## src/rtl/dsp_p_unpacker.sv

```systemverilog
// Buffers 48-bit DSP P results in a 2-entry FIFO and serializes each onto an
// OUT_W-bit stream, LSB slice first. Optional D_PAR output: `define P_UNPACK_PARITY_EN.
module dsp_p_unpacker #(
  parameter int OUT_W = 16
) (
  input  logic             CLK,
  input  logic             RST_N,
  input  logic             CE,
  input  logic [47:0]      P_IN,
  input  logic             P_VALID,
  output logic             P_READY,
  output logic [OUT_W-1:0] D_OUT,
  output logic             D_VALID,
  input  logic             D_READY,
  output logic             D_LAST,
`ifdef P_UNPACK_PARITY_EN
  output logic             D_PAR,
`endif
  output logic             BUSY
);

  localparam int BEATS = 48 / OUT_W;
  localparam int BW    = (BEATS > 1) ? $clog2(BEATS) : 1;

  logic [47:0]   mem_q [2];
  logic          head_q, head_d;
  logic          tail_q, tail_d;
  logic [1:0]    count_q, count_d;
  logic [BW-1:0] beat_q, beat_d;

  logic [47:0]      head_word;
  logic [OUT_W-1:0] beat_slice;
  logic             last_beat;
  logic             push;
  logic             xfer;
  logic             pop;

  // Outputs depend only on registered state (and CE for P_READY), never on D_READY.
  assign P_READY = CE && (count_q != 2'd2);
  assign D_VALID = (count_q != 2'd0);
  assign BUSY    = D_VALID;
  assign D_OUT   = beat_slice;
  assign D_LAST  = D_VALID && last_beat;
`ifdef P_UNPACK_PARITY_EN
  assign D_PAR   = D_VALID && (^beat_slice);
`endif

  assign push = P_VALID && P_READY;
  assign xfer = CE && D_VALID && D_READY;
  assign pop  = xfer && last_beat;

  // NOTE: every always_comb output gets a default before any conditional
  // assignment, so no path leaves it unassigned and no latch is inferred.
  always_comb begin
    head_word  = mem_q[head_q];
    beat_slice = head_word[OUT_W-1:0];
    for (int i = 1; i < BEATS; i++) begin
      if (beat_q == BW'(i)) beat_slice = head_word[i*OUT_W +: OUT_W];
    end
    last_beat = (beat_q == BW'(BEATS-1));
  end

  always_comb begin
    head_d  = head_q;
    tail_d  = tail_q;
    beat_d  = beat_q;
    count_d = count_q + {1'b0, push} - {1'b0, pop};
    if (push) tail_d = ~tail_q;
    if (xfer) begin
      if (last_beat) begin
        beat_d = '0;
        head_d = ~head_q;
      end else begin
        beat_d = beat_q + 1'b1;
      end
    end
  end

  // NOTE: state registers use non-blocking assignments so every flop samples
  // the pre-edge values regardless of block ordering.
  always_ff @(posedge CLK) begin
    if (!RST_N) begin
      head_q  <= 1'b0;
      tail_q  <= 1'b0;
      count_q <= 2'd0;
      beat_q  <= '0;
    end else if (CE) begin
      head_q  <= head_d;
      tail_q  <= tail_d;
      count_q <= count_d;
      beat_q  <= beat_d;
    end
  end

  // NOTE: the data storage is deliberately not reset; count gates validity,
  // so clearing the words would only add reset fan-out.
  always_ff @(posedge CLK) begin
    if (RST_N && push) mem_q[tail_q] <= P_IN;
  end

endmodule
```

## config.mk

```make
export PLATFORM = sky130hd
export DESIGN_NAME = dsp_p_unpacker
export DESIGN_NICKNAME = d
export VERILOG_FILES = /design/src/rtl/dsp_p_unpacker.sv
export SDC_FILE = /design/constraint.sdc
export NUM_CORES = 1
export LEC_CHECK = 0
export CAP_MARGIN = 40
export CORE_MARGIN = 10
export CORE_UTILIZATION = 30
export DETAILED_ROUTE_END_ITERATION = 10
export GPL_ROUTABILITY_DRIVEN = 0
export PLACE_DENSITY_LB_ADDON = 0.08
export SLEW_MARGIN = 20
export SYNTH_ARGS = -nofsm -noshare
export SYNTH_HDL_FRONTEND = slang
export SYNTH_SLANG_ARGS = --single-unit
```

## constraint.sdc

```tcl
create_clock -name CLK -period 6.5 [get_ports CLK]
set_input_delay 1.3 -clock CLK [delete_from_list [all_inputs] [get_ports CLK]]
set_output_delay 1.3 -clock CLK [all_outputs]
set_load 0.02 [all_outputs]
```

# After elaboration in Yosys (flattened, before gate mapping)
# Memory sizes are Yosys's and may differ from the RTL's. A register that Yosys moved wholly into a read port is not among the register bits.
# Index checks and enable logic that the tools add are counted.
# W data, S select, Z words.
[op_classes] addsub=3 n_mul=0 div_mod_pow=0 magnitude_cmp=0 n_eq_ne=3 shifts=0 muxes=7 bitwise_logic=2 reduce_logical=11
[op_table] op="$mux W16" count=2
[op_table] op="$logic_and A1 B1 Y1" count=7
[op_table] op="$mux W1" count=4
[op_table] op="$reduce_and A2 Y1" count=2
[op_table] op="$reduce_and A3 Y1" count=1
[op_table] op="$add A2 B1 Y2" count=1
[op_table] op="$add A2 B1 Y2 const B" count=1
[op_table] op="$eq A2 B1 Y1 const B" count=1
[op_table] op="$eq A2 B2 Y1 const B" count=1
[op_table] op="$mux W2" count=1
[op_table] op="$ne A2 B2 Y1 const B" count=1
[op_table] op="$not A1 Y1" count=2
[op_table] op="$reduce_bool A2 Y1" count=1
[op_table] op="$sub A2 B1 Y2" count=1
[word_totals] ff_bits=6 latchBits=0 ram_bits=96 mem_bits_ro=0 inputBits=53 output_inout_bits=20 memories=1
[memory_table] name="mem_q" depth=2 word_bits=48 rd=1 rd_ports_with_merged_regs=1 wr=1 line_no="25" rtl="logic [47:0] mem_q [2];"

# Depth between registers and ports, before layout
[logic_depth] depth_word=6 mapped_depth=10 mapped_depth_nobuf=8

# Worst setup path before layout
# Ideal clock, no wire load.
[synth_timing] kind="in2reg" from="input P_VALID" to="memory mem_q[1][0] (enable)" setup_ps=513 arrival_ps=4711 path_slack_ps=1276 cell_stages=2 cell_sequence="o211ai_2 -> nor3_1"
[synth_between] elab_chain_cells=4
[synth_rtl] element="start, declared" line_no="10" rtl="input logic P_VALID,"
[synth_rtl] element="$logic_and A1 B1 Y1" line_no="48" rtl="assign push = P_VALID && P_READY;"
[synth_rtl] element="$logic_and A1 B1 Y1" line_no="98" rtl="if (RST_N && push) mem_q[tail_q] <= P_IN;"
[synth_rtl] element="$mux W1" line_no="98"
[synth_rtl] element="$mux W1 (not written as such)" line_no="98"
[synth_rtl] element="end, declared" line_no="25"
# Every way passes these cells.

==> run metrics <==
R2R setup slack=~4400 ps; P_leak=1.650 nW; synth-to-layout area growth=27.57%; syn_nets=289; Switching Share=20.11%; Reg2Reg Depth=4; Hold Path End=tail_q$_SDFFE_PN0P_; Post-Route Setup TNS=0 ps; Hold Path Depth=2; Max-cap violations=0; mapped cell area=0.004084 sq mm; largest cells by area after synthesis=edfxtp_1, mux2_2, mux2i_1, dfxtp_1, a31oi_1; nets=roughly 360; Via density=around 4.6; CP arrival=2800 ps; most frequent cells in the layout=edfxtp_1, clkdlybuf4s50_1, mux2_2, mux2i_1; clock power share=36.4%; clock latency on the worst-skew pair=330 ps; WS Path Type=register to output port; Die W=~140 um; count of cell types in the netlist=27; reg2reg start=count_q[1]$_SDFFE_PN0P_; final core utilization=39.19%; Num CTS Buffers=9; Die Area=0.01868 sq mm; DRT iter0 DRCs=between 70 and 80; Clock Skews=just over 7 ps; hold_sp=tail_q$_SDFFE_PN0P_; worst slew pin tran=a little under 800 ps; initial core utilization=30.72%; switching power=0.0002621 W; Top delay family on crit path=buffers and inverters; CP max stage cell=dfxtp_2; CP Capture Type=output port; register area share after synthesis=74.02%; Slew headroom=48.74%; critical path required time=about 5200 ps; Tcrit/Tclk final=between 60% and 70%; Hold Fails Final Rpt=0; Seq cells post-synth=103; DP HPWL=between 5000 and 6000 um; Slew Limit Fails=0; VDD IR max=0.1054 mV; Gate power share=6.6%; warnings from Yosys=0; Avg Cell Area, Syn=17.45 sq um; Top-Level Pins=73; status=finished clean; Worst-path clk slew=70 ps; core area=roughly 0.013 sq mm; post-route minimum period=4103 ps; share of layout cells above drive strength 1=16.08%; Yosys top cell area share=70.59%; DR WL/cell=approximately 17 um; FP Rows=42; commonest non-fill, non-tap cell in the layout=edfxtp_1; Post-CTS Hold Buffers=0; GRT Resource Usage Total=approximately a tenth; H-tree depth=3; cell internal pwr=0.001041 W; PwrDens=250.2 mW/mm^2; Post-CTS Setup Bufs=0; final instance area=0.005210 sq mm; reg2reg end=mem_q[0][7]$_DFFE_PP_; WL final=8484 um; clk buf depth=2; # setup viols final=0; DRC violations left=0; CTS tree=yes; RSZ-0062 raised after global routing=no; Routed Antenna Nets=0; largest net degree at the start of global routing=49; initial antenna violation count=0; vias in the first global route=2,549; Worst Setup Start Kind=register; FMAX=243.7 MHz; ant diodes=0; total grt overflow=0; worst min-delay path category=register to register; drt pass-1 iters=4; CTS Root Cell=clkbuf_16; first-pass GRT wire length=13,520 um; max incr delay on CP=630 ps; Placement Cell Area=slightly below 0.005 sq mm; CP cell instances=buf_4 > mux2_2 > o22ai_1 > a31oi_1 > clkdlybuf4s50_1; CP Max Fanout=33; die height=136.7 um; Vias=around 2.2k; post-synth top area cell=edfxtp_1; post-cts sizing count=0; Mapped Cells=234; CTS sink cnt=103; IO Port Bufs=72; Worst Path Buf+Inv=2; Seq pwr share=around 57%
-- cells by family (layout without fill, tap and decap cells) --
logic type	count (synthesis)	count (layout)	synth area share (%)
buffers and inverters	19	96	3.156
adder cells (fa/ha/maj)	2	2	0.6126
XOR/XNOR	1	1	0.2145
flip-flops	103	103	74.02
AND/OR/NAND/NOR	17	17	2.083
AO/OA/AOI/OAI	41	41	6.434
multiplexers	51	51	13.48
-- power by group through the flow --
stage	logic (W)	clock network (W)	registers, W
after floorplan	0.0000304	0	0.000758
after global placement	0.0000864	0	0.000757
after detailed placement	0.0000873	0	0.000758
after CTS	0.0000877	0.000491	0.000743
after global routing	0.0000927	0.000524	0.000744
final	0.0000855	0.000475	0.000743
-- synthesized netlist by cell type --
library cell  number
a21boi_0           1
a21oi_1            5
a31oi_1           16
buf_12             1
buf_2              6
buf_4              2
buf_6              2
buf_8              1
clkbuf_1           2
dfxtp_1            7
edfxtp_1          96
ha_1               2
inv_1              5
mux2_1             3
mux2_2            29
mux2i_1           19
nand2_1            8
nand2b_1           1
nand2b_4           1
nor2_1             3
nor3_1             1
o211ai_2           2
o21ai_0            1
o22ai_1           16
or2_1              1
or3_1              2
xor2_1             1
-- cell type report --
cell class | count | area [sq um]
fillers | 1274 | 8085
multi-input cells | 112 | 947.2
inverters | 5 | 18.77
flip-flops and latches | 103 | 3024
repair buffers | 75 | 743.2
clock buffers | 10 | 229.0
well taps | 176 | 220.2
clock inverters | 6 | 27.53
-- stage by stage --
stage	total power, W	instances	setup slack, ps	hold slack, ps
2_1_floorplan	0.0007886	234	1276	438.3
3_3_place_gp	0.0008438	471	2498	446.2
3_5_place_dp	0.0008451	471	2480	462.2
4_1_cts	0.001322	487	2320	471.8
5_1_grt	0.001360	487	2205	507.0
6_report	0.001303	487	2397	468.4
-- worst reg2reg max path, delay by kind of cell (launching register included) --
kind / cells / cell delay, ps
flops: 1 / 350
simple gates: 1 / 540
buf+inv: 2 / 660
compound gates: 1 / 190
-- worst max-delay path by stage --
| stage | from | to | slack [ps] | cells past startpoint |
|---|---|---|---|---|
| after floorplan | P_VALID | mem_q[1][0]$_DFFE_PP_ | 1280 | 2 |
| after global placement | CE | P_READY | 2500 | 3 |
| after detailed placement | CE | P_READY | 2480 | 3 |
| after CTS | register | D_OUT[1] | 2320 | 5 |
| after global routing | register | D_OUT[7] | 2200 | 5 |
| final | register | D_OUT[1] | 2400 | 5 |
-- flip-flops by register name (all words and copies together), names as in the netlist, named ones only --
| register | count |
|---|---|
| head_q | 1 |
| mem_q | 96 |
| beat_q | 2 |
| count_q | 2 |
| tail_q | 1 |
-- routing by layer --
| layer | global-route usage [%] | part of all wire (%) | up-vias |
|---|---|---|---|
| met5 | 0 | 0 | - |
| met4 | 3.254 | 1.0 | 0 |
| met3 | 3.299 | 4.5 | 5 |
| met2 | 15.74 | 50 | 42 |
| met1 | 11.11 | 45 | 1108 |
| li1 | - | - | 1067 |
Note: power is estimated with default switching activity, not from simulation.
